## config.mk

```make
export PLATFORM = sky130hd
export DESIGN_NAME = rf_writeback_arbiter
export DESIGN_NICKNAME = d
export VERILOG_FILES = /design/src/rtl/rf_pkg.sv /design/src/rtl/rr_arbiter2.sv /design/src/rtl/rf_writeback_arbiter.sv
export SDC_FILE = /design/constraint.sdc
export NUM_CORES = 1
export LEC_CHECK = 0
export ABC_CLOCK_PERIOD_IN_PS = 1900
export BUFFER_PORTS_ARGS = -buffer_cell sky130_fd_sc_hd__buf_2
export CELL_PAD_IN_SITES_DETAIL_PLACEMENT = 0
export CELL_PAD_IN_SITES_GLOBAL_PLACEMENT = 1
export CORE_AREA = 3 3 107 109
export CTS_CLUSTER_DIAMETER = 60
export DETAILED_ROUTE_END_ITERATION = 12
export DIE_AREA = 0 0 110 112
export GPL_TIMING_DRIVEN = 0
export PLACE_DENSITY = 0.91
export SYNTH_ARGS = -nofsm -noshare
export SYNTH_HDL_FRONTEND = slang
export SYNTH_HIERARCHICAL = 1
export SYNTH_SLANG_ARGS = --single-unit
```

## constraint.sdc

```tcl
create_clock -name clk -period 1.9 [get_ports clk]
set_input_delay 0.19 -clock clk [delete_from_list [all_inputs] [get_ports clk]]
set_output_delay 0.19 -clock clk [all_outputs]
set_load 0.05 [all_outputs]
```

## src/rtl/rf_pkg.sv

```systemverilog
// Shared register-file types: word/address widths and the writeback requester ids.
package rf_pkg;

    localparam int XLEN       = 32;
    localparam int NREG       = 32;
    localparam int REG_ADDR_W = $clog2(NREG);

    typedef logic [REG_ADDR_W-1:0] reg_addr_t;

    // Requester ids double as bit positions in the arbiter req/grant vectors.
    typedef enum logic {
        REQ_ALU = 1'b0,
        REQ_MEM = 1'b1
    } req_e;

endpackage

```

## src/rtl/rr_arbiter2.sv

```systemverilog
// Two-way round-robin arbiter. A lone request is granted; on a tie the
// requester that did not win last time is granted. The pointer only moves
// when the owner signals advance (a completed transfer).
module rr_arbiter2
    import rf_pkg::*;
(
    input  logic       clk,
    input  logic       rst,
    input  logic [1:0] req,
    input  logic       advance,
    output logic [1:0] grant
);

    req_e last;

    // Grant decode: ALU wins alone or on a tie when MEM won last.
    always_comb begin
        grant = '0;
        if (req[REQ_ALU] && (!req[REQ_MEM] || last == REQ_MEM))
            grant[REQ_ALU] = 1'b1;
        else if (req[REQ_MEM])
            grant[REQ_MEM] = 1'b1;
    end

    // Pointer: reset to "ALU went last" so the first tie goes to MEM.
    always_ff @(posedge clk) begin
        if (rst)
            last <= REQ_ALU;
        else if (advance)
            last <= grant[REQ_MEM] ? REQ_MEM : REQ_ALU;
    end

endmodule

```

## src/rtl/rf_writeback_arbiter.sv

```systemverilog
// Shares the register-file write port between the ALU and load pipes,
// registers the granted write, and tracks in-flight destinations so decode
// can stall on operands that still have a pending write.
module rf_writeback_arbiter #(
    parameter  int XLEN = rf_pkg::XLEN,
    parameter  int NREG = rf_pkg::NREG,
    localparam int AW   = $clog2(NREG)
) (
    input  logic            clk,
    input  logic            rst,
    input  logic            alu_valid,
    input  logic [AW-1:0]   alu_rd,
    input  logic [XLEN-1:0] alu_data,
    output logic            alu_ready,
    input  logic            mem_valid,
    input  logic [AW-1:0]   mem_rd,
    input  logic [XLEN-1:0] mem_data,
    output logic            mem_ready,
    input  logic            sb_set,
    input  logic [AW-1:0]   sb_rd,
    input  logic [AW-1:0]   rs1,
    input  logic [AW-1:0]   rs2,
    output logic            stall_rs1,
    output logic            stall_rs2,
    output logic            wb_en,
    output logic [AW-1:0]   wb_rd,
    output logic [XLEN-1:0] wb_data,
    output logic            idle
);

    import rf_pkg::*;

    logic [1:0]      req;
    logic [1:0]      grant;
    logic            xfer;
    logic [AW-1:0]   sel_rd;
    logic [XLEN-1:0] sel_data;
    logic [NREG-1:0] busy;
    logic [NREG-1:0] busy_set;
    logic [NREG-1:0] busy_clr;

    assign req = {mem_valid, alu_valid};

    rr_arbiter2 u_arb (
        .clk     (clk),
        .rst     (rst),
        .req     (req),
        .advance (xfer),
        .grant   (grant)
    );

    // Ready is the grant itself, so a transfer is simply any grant.
    assign alu_ready = grant[REQ_ALU];
    assign mem_ready = grant[REQ_MEM];
    assign xfer      = |grant;

    // Select the winning requester's destination and data.
    always_comb begin
        sel_rd   = alu_rd;
        sel_data = alu_data;
        if (grant[REQ_MEM]) begin
            sel_rd   = mem_rd;
            sel_data = mem_data;
        end
    end

    // Output stage: load on every transfer, pulse wb_en unless the target is x0.
    always_ff @(posedge clk) begin
        if (rst) begin
            wb_en   <= 1'b0;
            wb_rd   <= '0;
            wb_data <= '0;
        end else if (xfer) begin
            wb_en   <= (sel_rd != '0);
            wb_rd   <= sel_rd;
            wb_data <= sel_data;
        end else begin
            wb_en   <= 1'b0;
        end
    end

    // Scoreboard masks: x0 is never marked; the write in flight clears its target.
    always_comb begin
        busy_set = '0;
        busy_clr = '0;
        if (sb_set && sb_rd != '0)
            busy_set[sb_rd] = 1'b1;
        if (wb_en)
            busy_clr[wb_rd] = 1'b1;
    end

    // Scoreboard register: set is applied after clear so a new producer wins.
    always_ff @(posedge clk) begin
        if (rst)
            busy <= '0;
        else
            busy <= (busy & ~busy_clr) | busy_set;
    end

    assign stall_rs1 = (rs1 != '0) && busy[rs1];
    assign stall_rs2 = (rs2 != '0) && busy[rs2];
    assign idle      = (busy == '0) && !wb_en;

endmodule
```

==> flow_summary.yaml <==
yosys:
  synth_area_leaders: "dfxtp_1 37%, mux2i_1 14%, a21oi_1 9.2%, nor2_1 8.3%, o21ai_0 4.1%"
  syn-cell-area_um2: 3810
  synth_cells: 479
  synth_top_cell_area_share: 0.373
  synth_area_per_cell_um2: 7.96
  yosysWarnings: 6
  async_flop_share: 0
  yosys.area.top_type: "dfxtp_1"
  synthesis.nets: 573
  seq_area_frac_synth: 0.373
  synth_cell_types: 41
  synthFlopType: "dfxtp_1"
  synth_edf_count: 0
  ys_ff_latch: 71
finish:
  nets: 716
  nFillCells: 1072
  n_antenna_cell: 0
  drive_above_1_share: 0.287
  fin_util: 0.462
  mostFrequentLayoutCells: "136 x buf_2, 84 x nor2_1, 70 x a21oi_1"
  area_growth_pct: 29.5
  final_common_cell: "buf_2"
cts:
  clk_latency_ns: 0.35
  cts-buffers-inserted: 9
  cts-root-buf: "clkbuf_8"
  clockBufferDepth: 2
  cts_tree: "yes"
  clkSinkCount: 71
  cts.clk_slew.worst_paths_ns: 0.08
  cts_hold_buf: 0
  h-tree-depth: 3
place:
  place.gp.congestion: 0.829
  io_buffers: 132
  dp_hpwl_mm: 9.48
pwr:
  total_power_w: 0.00389
  powerDensity_nw_per_um2: 788
  leakage_nw: 2.11
  ir_worst_vdd_mv: 0.528
timing:
  hold_ws_ns: 0.0667
  fin_crit_sh: 1.10
  min_period_ns: 2.09
  clock_skew_ns: 0.0105
  slew_headroom: 0.344
  maxSlewViolCount: 0
  tightest_slew_ns: 0.982
  setup_violations: 2
  clock.fmax_mhz: 479
  finalHoldViolCount: 0
  rsz0062_at_grt: "true"
  fin_ws_ns: -0.188
setup_path:
  worst_ep_arrival_time_ns: 1.90
  criticalPathCategory: "flop to output pin"
  crit_required_ns: 1.71
  critPathMaxFanout: 4
  critPathCaptureType: "output pin"
  start_kind: "flop"
routing:
  antenna_left: 0
  drt-initial-drc-count: 241
  vias: 4054
  drt-total-wl_mm: 12.3
  viasPerCell: 5.29
  wl_per_cell_um: 16.0
  drt-pass1-iter-count: 5
  drcViolationCount: 0
status:
  violations: "setup timing"
  outcome: "finished with violations"
floorplan:
  die_h_um: 112
  initial_core_util: 0.356
  rows: 38
  dieArea_um2: 12300
  core_um2: 10700
  die_x_um: 110
  ioPinCount: 137
grt:
  grt_pass1_vias: 4096
  antenna_found_initial: 0
  grt_max_degree: 13
  grt-ovfl-total: 0
  gr-usage-all-layers: 0.202
  grt_pass1_wl_mm: 19.7
hold_path:
  hp-class: "primary input to flop"
flow_run:
  maxCapViolations: 0
[kinds of logic after synthesis]
group           share of synthesized area
flops                               0.373
mux                                 0.178
simple gates                        0.242
compound gates                      0.160
buf+inv                            0.0472
[metrics by stage]
| stage | TNS (ns) | std cells | cell area (µm²) | setup slack [ns] |
|---|---|---|---|---|
| 6_report | -0.360 | 767 | 4940 | -0.188 |
| 4_1_cts | -0.397 | 768 | 4930 | -0.212 |
| 3_3_place_gp | 0 | 751 | 4670 | 0.0573 |
| 5_1_grt | -0.508 | 767 | 4940 | -0.261 |
| 3_5_place_dp | 0 | 751 | 4670 | 0.0357 |
| 2_1_floorplan | 0 | 479 | 3830 | 0.0432 |
[metal layers]
layer | wire (µm) | track usage
met4 | 118 | 0.0665
met5 | 0 | 0
met2 | 5880 | 0.330
met1 | 5160 | 0.249
met3 | 1140 | 0.0643
[Yosys cell counts, types with 3 or more instances]
cell type,instances
nand3b_1,18
mux4_2,3
nand3_1,13
or3_1,4
a21oi_1,70
nor4_1,7
dfxtp_1,71
clkbuf_1,26
nor2_1,84
inv_1,3
o21ai_0,31
buf_2,9
nor3b_1,5
and3b_1,3
nand2_1,36
nor3_1,7
mux2i_1,55
[path summary, 6_finish.rpt]
check,startpoint,endpoint,slack [ns],cells past startpoint
max reg2reg,u_arb/last$_SDFFE_PP0P_,wb_rd[4]$_SDFFE_PP0N_,0.19,8
min,mem_data[3],wb_data[3]$_SDFFE_PP0N_,0.07,3
min reg2reg,busy[7]$_SDFF_PP0_,busy[7]$_SDFF_PP0_,0.50,2
max,busy[3]$_SDFF_PP0_,stall_rs2,-0.19,6
[power by group]
| group | internal, W | total, W | leakage (nW) | switching [W] |
|---|---|---|---|---|
| Sequential | 0.00156 | 0.00160 | 0.583 | 0.0000465 |
| Combinational | 0.000320 | 0.000935 | 1.42 | 0.000615 |
| Clock | 0.000776 | 0.00135 | 0.110 | 0.000578 |
| Total | 0.00265 | 0.00389 | 2.11 | 0.00124 |
[worst max-delay path: stages (launching register included)]
cell and delay [ns]:
dfxtp_2 0.35, mux4_2 0.45, nand2b_4 0.15, nand3_2 0.06
o21ai_1 0.05, or3_1 0.32, buf_6 0.17
[flip-flops by register name, summed over array words and instances (netlist names)]
| signal | cells |
|---|---|
| wb_rd | 5 |
| wb_en | 1 |
| u_arb/last | 1 |
| wb_data | 32 |
| busy | 32 |
[area by class of cell]
class | instances | area, µm² | share of cell area
timing repair buffer | 133 | 683 | 0.138
clock buffer | 11 | 141 | 0.0286
buffer | 37 | 168 | 0.0339
clock inverter | 5 | 81.3 | 0.0165
inverter | 3 | 11.3 | 0.00228
sequential | 71 | 1430 | 0.289
tap | 140 | 175 | 0.0355
multi-input combinational | 367 | 2250 | 0.456
[what timing repair did]
item                       in CTS  in global routing
buffers inserted                1                  0
pin swaps                       0                  0
gates cloned                    0                  0
resized for setup              12                  5
setup endpoints to repair       2                 34
(Power assumes the default switching activity.)
